`src/rtl/rf_wport_arbiter_if.sv`:
```
// Bundle of pipeline-side signals for the register-file write-port arbiter:
// WB request, LT handshake, issue/ID hazard query and reg_file write port.
interface rf_wport_arbiter_if;
  logic        wb_wen;
  logic [4:0]  wb_rd;
  logic [31:0] wb_wdata;
  logic        lt_valid;
  logic        lt_ready;
  logic [4:0]  lt_rd;
  logic [31:0] lt_wdata;
  logic        iss_valid;
  logic [4:0]  iss_rd;
  logic [4:0]  rs;
  logic [4:0]  rt;
  logic [4:0]  id_rd;
  logic        id_stall;
  logic        lt_starve;
  logic        rf_wen;
  logic [4:0]  rf_rd;
  logic [31:0] rf_wdata;

  // Pipeline / test side
  modport master (
    output wb_wen, wb_rd, wb_wdata,
    output lt_valid, lt_rd, lt_wdata,
    output iss_valid, iss_rd, rs, rt, id_rd,
    input  lt_ready, id_stall, lt_starve,
    input  rf_wen, rf_rd, rf_wdata
  );

  // Arbiter side
  modport slave (
    input  wb_wen, wb_rd, wb_wdata,
    input  lt_valid, lt_rd, lt_wdata,
    input  iss_valid, iss_rd, rs, rt, id_rd,
    output lt_ready, id_stall, lt_starve,
    output rf_wen, rf_rd, rf_wdata
  );
endinterface

```
`src/rtl/rf_wport_arbiter.sv`:
```
// Register-file write-port arbiter: WB has fixed priority, LT results are
// buffered in a small FIFO and drain into idle port cycles. A pending
// scoreboard of outstanding LT destinations drives the ID-stage stall.
module rf_wport_arbiter #(
  parameter int unsigned FIFO_DEPTH = 2,
  parameter int unsigned STARVE_MAX = 4
) (
  input logic              clk,
  input logic              rst_n,
  rf_wport_arbiter_if.slave bus
);

  localparam int unsigned PW = (FIFO_DEPTH > 1) ? $clog2(FIFO_DEPTH) : 1;
  localparam int unsigned CW = PW + 1;
  localparam int unsigned SW = $clog2(STARVE_MAX + 1);
  localparam logic [CW-1:0] DEPTH_C = CW'(FIFO_DEPTH);
  localparam logic [SW-1:0] SMAX_C  = SW'(STARVE_MAX);

  logic [4:0]    fifo_rd_q   [FIFO_DEPTH];
  logic [31:0]   fifo_data_q [FIFO_DEPTH];
  logic [PW-1:0] rptr_q, rptr_d;
  logic [PW-1:0] wptr_q, wptr_d;
  logic [CW-1:0] count_q, count_d;
  logic [31:0]   pend_q, pend_d;
  logic [SW-1:0] starve_cnt_q, starve_cnt_d;
  logic          lt_starve_q, lt_starve_d;

  logic        wb_live;
  logic        fifo_empty;
  logic        fifo_full;
  logic        lt_ready;
  logic        push;
  logic        pop;
  logic [4:0]  head_rd;
  logic [31:0] head_data;

  // Handshake and arbitration decisions from registered FIFO state
  always_comb begin
    wb_live    = bus.wb_wen && (bus.wb_rd != '0);
    fifo_empty = (count_q == '0);
    fifo_full  = (count_q == DEPTH_C);
    lt_ready   = rst_n && !fifo_full;
    // Accepted writes to r0 are consumed by the handshake but never stored
    push       = bus.lt_valid && lt_ready && (bus.lt_rd != '0);
    pop        = rst_n && !wb_live && !fifo_empty;
    head_rd    = fifo_rd_q[rptr_q];
    head_data  = fifo_data_q[rptr_q];
  end

  // Write-port mux: WB first, else FIFO head, else idle
  always_comb begin
    bus.rf_wen   = 1'b0;
    bus.rf_rd    = '0;
    bus.rf_wdata = '0;
    if (rst_n) begin
      if (wb_live) begin
        bus.rf_wen   = 1'b1;
        bus.rf_rd    = bus.wb_rd;
        bus.rf_wdata = bus.wb_wdata;
      end else if (!fifo_empty) begin
        bus.rf_wen   = 1'b1;
        bus.rf_rd    = head_rd;
        bus.rf_wdata = head_data;
      end
    end
  end

  // Next-state for pointers, occupancy, scoreboard and starvation tracking
  always_comb begin
    rptr_d       = rptr_q;
    wptr_d       = wptr_q;
    count_d      = count_q;
    pend_d       = pend_q;
    starve_cnt_d = starve_cnt_q;

    if (push) wptr_d = wptr_q + PW'(1);
    if (pop)  rptr_d = rptr_q + PW'(1);
    case ({push, pop})
      2'b10:   count_d = count_q + CW'(1);
      2'b01:   count_d = count_q - CW'(1);
      default: count_d = count_q;
    endcase

    // Clear before set so a same-cycle issue to the drained register wins
    if (pop) pend_d[head_rd] = 1'b0;
    if (bus.iss_valid && (bus.iss_rd != '0)) pend_d[bus.iss_rd] = 1'b1;
    pend_d[0] = 1'b0;

    if (fifo_empty || pop)
      starve_cnt_d = '0;
    else if (wb_live && (starve_cnt_q != SMAX_C))
      starve_cnt_d = starve_cnt_q + SW'(1);

    lt_starve_d = (starve_cnt_d == SMAX_C);
  end

  // Control state with synchronous active-low reset
  always_ff @(posedge clk) begin
    if (!rst_n) begin
      rptr_q       <= '0;
      wptr_q       <= '0;
      count_q      <= '0;
      pend_q       <= '0;
      starve_cnt_q <= '0;
      lt_starve_q  <= 1'b0;
    end else begin
      rptr_q       <= rptr_d;
      wptr_q       <= wptr_d;
      count_q      <= count_d;
      pend_q       <= pend_d;
      starve_cnt_q <= starve_cnt_d;
      lt_starve_q  <= lt_starve_d;
    end
  end

  // FIFO storage; contents are don't-care while count is zero
  always_ff @(posedge clk) begin
    if (push) begin
      fifo_rd_q[wptr_q]   <= bus.lt_rd;
      fifo_data_q[wptr_q] <= bus.lt_wdata;
    end
  end

  // Hazard stall from registered state only; held high through reset
  always_comb begin
    bus.lt_ready  = lt_ready;
    bus.lt_starve = lt_starve_q;
    bus.id_stall  = !rst_n || pend_q[bus.rs] || pend_q[bus.rt] ||
                    pend_q[bus.id_rd] || lt_starve_q;
  end

endmodule

```
`src/flat_wrapper.sv`:
```
// flat-port wrapper written by rule: the top's interface ports become plain ports
module rf_wport_arbiter_flat 
#(
  parameter int unsigned FIFO_DEPTH = 2,
  parameter int unsigned STARVE_MAX = 4
)
  (clk, rst_n, bus_wb_wen, bus_wb_rd, bus_wb_wdata, bus_lt_valid, bus_lt_rd, bus_lt_wdata, bus_iss_valid, bus_iss_rd, bus_rs, bus_rt, bus_id_rd, bus_lt_ready, bus_id_stall, bus_lt_starve, bus_rf_wen, bus_rf_rd, bus_rf_wdata);
  rf_wport_arbiter_if bus_i ();
  input logic clk;
  input logic rst_n;
  input wire logic [$bits(bus_i.wb_wen)-1:0] bus_wb_wen;
  input wire logic [$bits(bus_i.wb_rd)-1:0] bus_wb_rd;
  input wire logic [$bits(bus_i.wb_wdata)-1:0] bus_wb_wdata;
  input wire logic [$bits(bus_i.lt_valid)-1:0] bus_lt_valid;
  input wire logic [$bits(bus_i.lt_rd)-1:0] bus_lt_rd;
  input wire logic [$bits(bus_i.lt_wdata)-1:0] bus_lt_wdata;
  input wire logic [$bits(bus_i.iss_valid)-1:0] bus_iss_valid;
  input wire logic [$bits(bus_i.iss_rd)-1:0] bus_iss_rd;
  input wire logic [$bits(bus_i.rs)-1:0] bus_rs;
  input wire logic [$bits(bus_i.rt)-1:0] bus_rt;
  input wire logic [$bits(bus_i.id_rd)-1:0] bus_id_rd;
  output wire logic [$bits(bus_i.lt_ready)-1:0] bus_lt_ready;
  output wire logic [$bits(bus_i.id_stall)-1:0] bus_id_stall;
  output wire logic [$bits(bus_i.lt_starve)-1:0] bus_lt_starve;
  output wire logic [$bits(bus_i.rf_wen)-1:0] bus_rf_wen;
  output wire logic [$bits(bus_i.rf_rd)-1:0] bus_rf_rd;
  output wire logic [$bits(bus_i.rf_wdata)-1:0] bus_rf_wdata;
  assign bus_i.wb_wen = bus_wb_wen;
  assign bus_i.wb_rd = bus_wb_rd;
  assign bus_i.wb_wdata = bus_wb_wdata;
  assign bus_i.lt_valid = bus_lt_valid;
  assign bus_i.lt_rd = bus_lt_rd;
  assign bus_i.lt_wdata = bus_lt_wdata;
  assign bus_i.iss_valid = bus_iss_valid;
  assign bus_i.iss_rd = bus_iss_rd;
  assign bus_i.rs = bus_rs;
  assign bus_i.rt = bus_rt;
  assign bus_i.id_rd = bus_id_rd;
  assign bus_lt_ready = bus_i.lt_ready;
  assign bus_id_stall = bus_i.id_stall;
  assign bus_lt_starve = bus_i.lt_starve;
  assign bus_rf_wen = bus_i.rf_wen;
  assign bus_rf_rd = bus_i.rf_rd;
  assign bus_rf_wdata = bus_i.rf_wdata;
  rf_wport_arbiter #(.FIFO_DEPTH(FIFO_DEPTH), .STARVE_MAX(STARVE_MAX)) u_core (.clk(clk), .rst_n(rst_n), .bus(bus_i));
endmodule
```
`config.mk`:
```
export PLATFORM = sky130hd
export DESIGN_NAME = rf_wport_arbiter_flat
export DESIGN_NICKNAME = d
export VERILOG_FILES = /design/src/rtl/rf_wport_arbiter_if.sv /design/src/rtl/rf_wport_arbiter.sv /design/src/flat_wrapper.sv
export SDC_FILE = /design/constraint.sdc
export NUM_CORES = 1
export LEC_CHECK = 0
export BUFFER_PORTS_ARGS = -buffer_cell sky130_fd_sc_hd__buf_2
export CORE_MARGIN = 5
export CORE_UTILIZATION = 45
export DETAILED_ROUTE_END_ITERATION = 10
export PLACE_DENSITY = 0.69
export SLEW_MARGIN = 10
export SYNTH_ARGS = -nofsm -noshare
export SYNTH_HDL_FRONTEND = slang
export SYNTH_SLANG_ARGS = --single-unit
```
`constraint.sdc`:
```
create_clock -name clk -period 3.3 [get_ports clk]
set_input_delay 0.495 -clock clk [delete_from_list [all_inputs] [get_ports clk]]
set_output_delay 0.495 -clock clk [all_outputs]
set_load 0.01 [all_outputs]
```
==> results.sh <==
export IMPL_status="completed"
export IMPL_yosys_warnings=0
export IMPL_hold_slack_ns=0.2724
export IMPL_ys_seq_area_share_pct=52.36
export IMPL_setup_ws_ns=0.2882
export IMPL_synthTopCellsByCount="edfxtp_1 (74), nand2_1 (57), mux2i_1 (42), dfxtp_1 (40), nor2_1 (40)"
export IMPL_grt_setup_unrepaired="false"
export IMPL_slew_viol_final=0
export IMPL_setup_tns_final_ns=0
export IMPL_synth_area_um2=5773
export IMPL_final_nets=747
export IMPL_startpoint="bus_wb_rd[2]"
export IMPL_routedWlPerCell_um=18.79
export IMPL_finalCritPeriodShare_pct=91.27
export IMPL_cp_slowest_cell="or4_1"
export IMPL_worst_setup_path_type="input port to primary output"
export IMPL_crit_cells=6
export IMPL_grt_overflow_total=0
export IMPL_synth_xor_area_share_pct=0.6068
export IMPL_synthCells=510
export IMPL_vdd_drop_max_mv=0.3707
export IMPL_path_buf_inv=2
export IMPL_numCtsBuffers=17
export IMPL_grt_pass1_wl_um=24870
export IMPL_power_density_nw_per_um2=572.8
export IMPL_critPathLaunchType="input port"
export IMPL_synth_fa_ha_area_share_pct=0.6502
export IMPL_synth_top_family_by_area="multiplexers"
export IMPL_timing_rr_end="u_core.count_q[1]"
export IMPL_grt_pass1_vias=4841
export IMPL_synth_area_top_cells="edfxtp_1 (38%), dfxtp_1 (14%), mux2i_1 (7.3%), mux4_2 (7.0%), nand2_1 (3.7%)"
export IMPL_fmax_ghz=0.3320
export IMPL_syn_to_final_growth_pct=26.38
export IMPL_relSlewSlack_pct=22.70
export IMPL_synth_top_area_cell="edfxtp_1"
export IMPL_cts_path_max_buffers=2
export IMPL_synth_compound_area_share_pct=14.52
export IMPL_synth_nets=612
export IMPL_clock_latency_ns=0.41
export IMPL_first_pass_iters=5
export IMPL_synth_area_per_cell_um2=11.32
export IMPL_die_area_um2=15190
export IMPL_synth_most_common_cell="edfxtp_1"
export IMPL_root_buffer="clkbuf_16"
export IMPL_ys_ff_latch=114
export IMPL_cts_htree_levels=4
export IMPL_hp_start="bus_lt_wdata[23]"
export IMPL_cts_num_sinks=114
export IMPL_clk_pin_slew_ns=0.06
export IMPL_hold_class="input port to flip-flop"
export IMPL_cts_resized=0
export IMPL_ff2ff_setup_slack_ns=0.98
export IMPL_drtIter0Drc=315
export IMPL_setup_viol=0
export IMPL_place_ws_ns=0.2210
export IMPL_grtUsageTotal_pct=21.43
export IMPL_drt_total_wl_um=15590
export IMPL_rr_worst_depth=8
export IMPL_hold_depth=1
export IMPL_slowest_delay_ns=0.56
export IMPL_drive_gt1_share_pct=32.52
export IMPL_die_w_um=123.3
export IMPL_synth_edf_count=74
export IMPL_cp_common_cell="buf_2"
export IMPL_tightest_slew_ns=1.159
export IMPL_cp_max_fo=21
export IMPL_gp_congestion=0.8917
export IMPL_port_buffers=139
export IMPL_clock_skew_ns=0.005106
export IMPL_antenna_found_initial=1
export IMPL_end_kind="primary output"
export IMPL_path_cells="buf_2 -> or4_1 -> o21ai_4 -> nand2_1 -> o21ai_0 -> buf_2"
export IMPL_post_route_drc_count=0
export IMPL_start_util_pct=45.75
export IMPL_hold_end="u_core.fifo_data_q[0][23]"
export IMPL_synth_simple_area_share_pct=12.18
export IMPL_diodes=0
export IMPL_post_cts_buffers=0
export IMPL_synth_top_cell_area_share_pct=38.49
export IMPL_fillers=1106
export IMPL_p_leak_nw=2.748
export IMPL_row_count=41
export IMPL_synth_distinct_cells=50
export IMPL_fp_coreArea_um2=12620
export IMPL_finalHoldViolations=0
export IMPL_design_portCount=140
export IMPL_maxCapViolations=0
export IMPL_cp_arrival_ns=2.52
export IMPL_grt_max_degree=37
export IMPL_vias_per_cell=5.649
export IMPL_hold_buffers=0
export IMPL_power_total_mw=4.179
export IMPL_fin_crit_ns=3.012
export IMPL_tritoncts="done"
export IMPL_num_vias=4689
export IMPL_cp_top_family="simple AND/OR/NAND/NOR gates"
export IMPL_dp_hpwl_um=11730
export IMPL_synth_flop_cell="edfxtp_1"
export IMPL_async_reset_ff_share_pct=0
export IMPL_cp_required_ns=2.80
export IMPL_muxShareOfSynthArea_pct=16.06
export IMPL_final_antenna_net_count=0
export IMPL_regToRegStartpoint="u_core.count_q[0]"
export IMPL_die_y_um=123.3
-- state kept, by name, summed over array words and instances (netlist names), named ones only --
name / count
u_core.rptr_q: 1
u_core.count_q: 2
u_core.starve_cnt_q: 3
u_core.bus.lt_starve: 1
u_core.wptr_q: 1
u_core.fifo_data_q: 64
u_core.fifo_rd_q: 10
u_core.pend_q: 31
-- area by class of cell --
| type | count | area [um2] | share of cell area, % |
|---|---|---|---|
| Multi-Input combinational cell | 350 | 2562 | 35.12 |
| Timing Repair Buffer | 148 | 775.7 | 10.63 |
| Tap cell | 172 | 215.2 | 2.950 |
| Inverter | 14 | 52.55 | 0.7203 |
| Clock buffer | 18 | 429.2 | 5.882 |
| Sequential cell | 114 | 3024 | 41.45 |
| Clock inverter | 14 | 236.5 | 3.241 |
-- cell usage in the layout, fill, tap and decap left out, types with 4 or more instances in the layout --
cell        netlist  final
clkinvlp_4        0      4
a2111oi_0         7      7
nor3_1            7      7
nand2b_1          7      7
bufinv_16         0      6
mux2_2            9      9
nand4_1           6      6
clkbuf_16         0     17
o22a_1           23     23
mux4_2           18     18
nor3b_1           7      7
buf_2            14    139
o31ai_1          10     10
nor2_1           40     38
a21oi_1          35     35
o21ai_0          35     35
nor2b_1           6      6
buf_4             1      8
mux2i_1          42     42
edfxtp_1         74     74
dfxtp_1          40     39
inv_1            14     14
nand2_1          57     57
and2_1            4      4
-- power breakdown --
| group | leakage, nW | switching, mW | internal, mW |
|---|---|---|---|
| combinational | 1.44 | 0.308 | 0.215 |
| clock | 0.310 | 0.628 | 1.41 |
| sequential | 1.00 | 0.0377 | 1.58 |
-- metal layers --
| layer | track usage [%] | vias to the layer above | share of wire (%) |
|---|---|---|---|
| li1 | - | 2202 | - |
| met1 | 27.33 | 2227 | 41 |
| met4 | 7.197 | 2 | 1.5 |
| met3 | 6.038 | 26 | 9.8 |
| met5 | 0 | - | 0.071 |
| met2 | 35.24 | 232 | 48 |
-- kinds of logic after synthesis --
group,Yosys count
AOI/OAI and AO/OA,128
xor gates and xnor gates,4
adders and majority gates,3
buffers and inverters,46
DFF,114
muxes,69
and+or+nand+nor,146
-- stage by stage --
step | utilization [%] | area (um2) | instances
2_1_floorplan | - | 5773 | 510
4_1_cts | 57.81 | 7296 | 830
6_report | 57.81 | 7296 | 830
5_1_grt | 57.81 | 7296 | 830
3_5_place_dp | 52.54 | 6630 | 798
3_3_place_gp | 52.54 | 6630 | 798
-- worst max path at each step --
stage | end
detailed placement | u_core.count_q[1]
CTS | bus_rf_rd[3]
finish | bus_rf_rd[3]
global route | bus_rf_wdata[18]
floorplan | u_core.fifo_data_q[0][0]
global placement | u_core.count_q[1]
No activity file was read; power rests on OpenSTA's default activity.
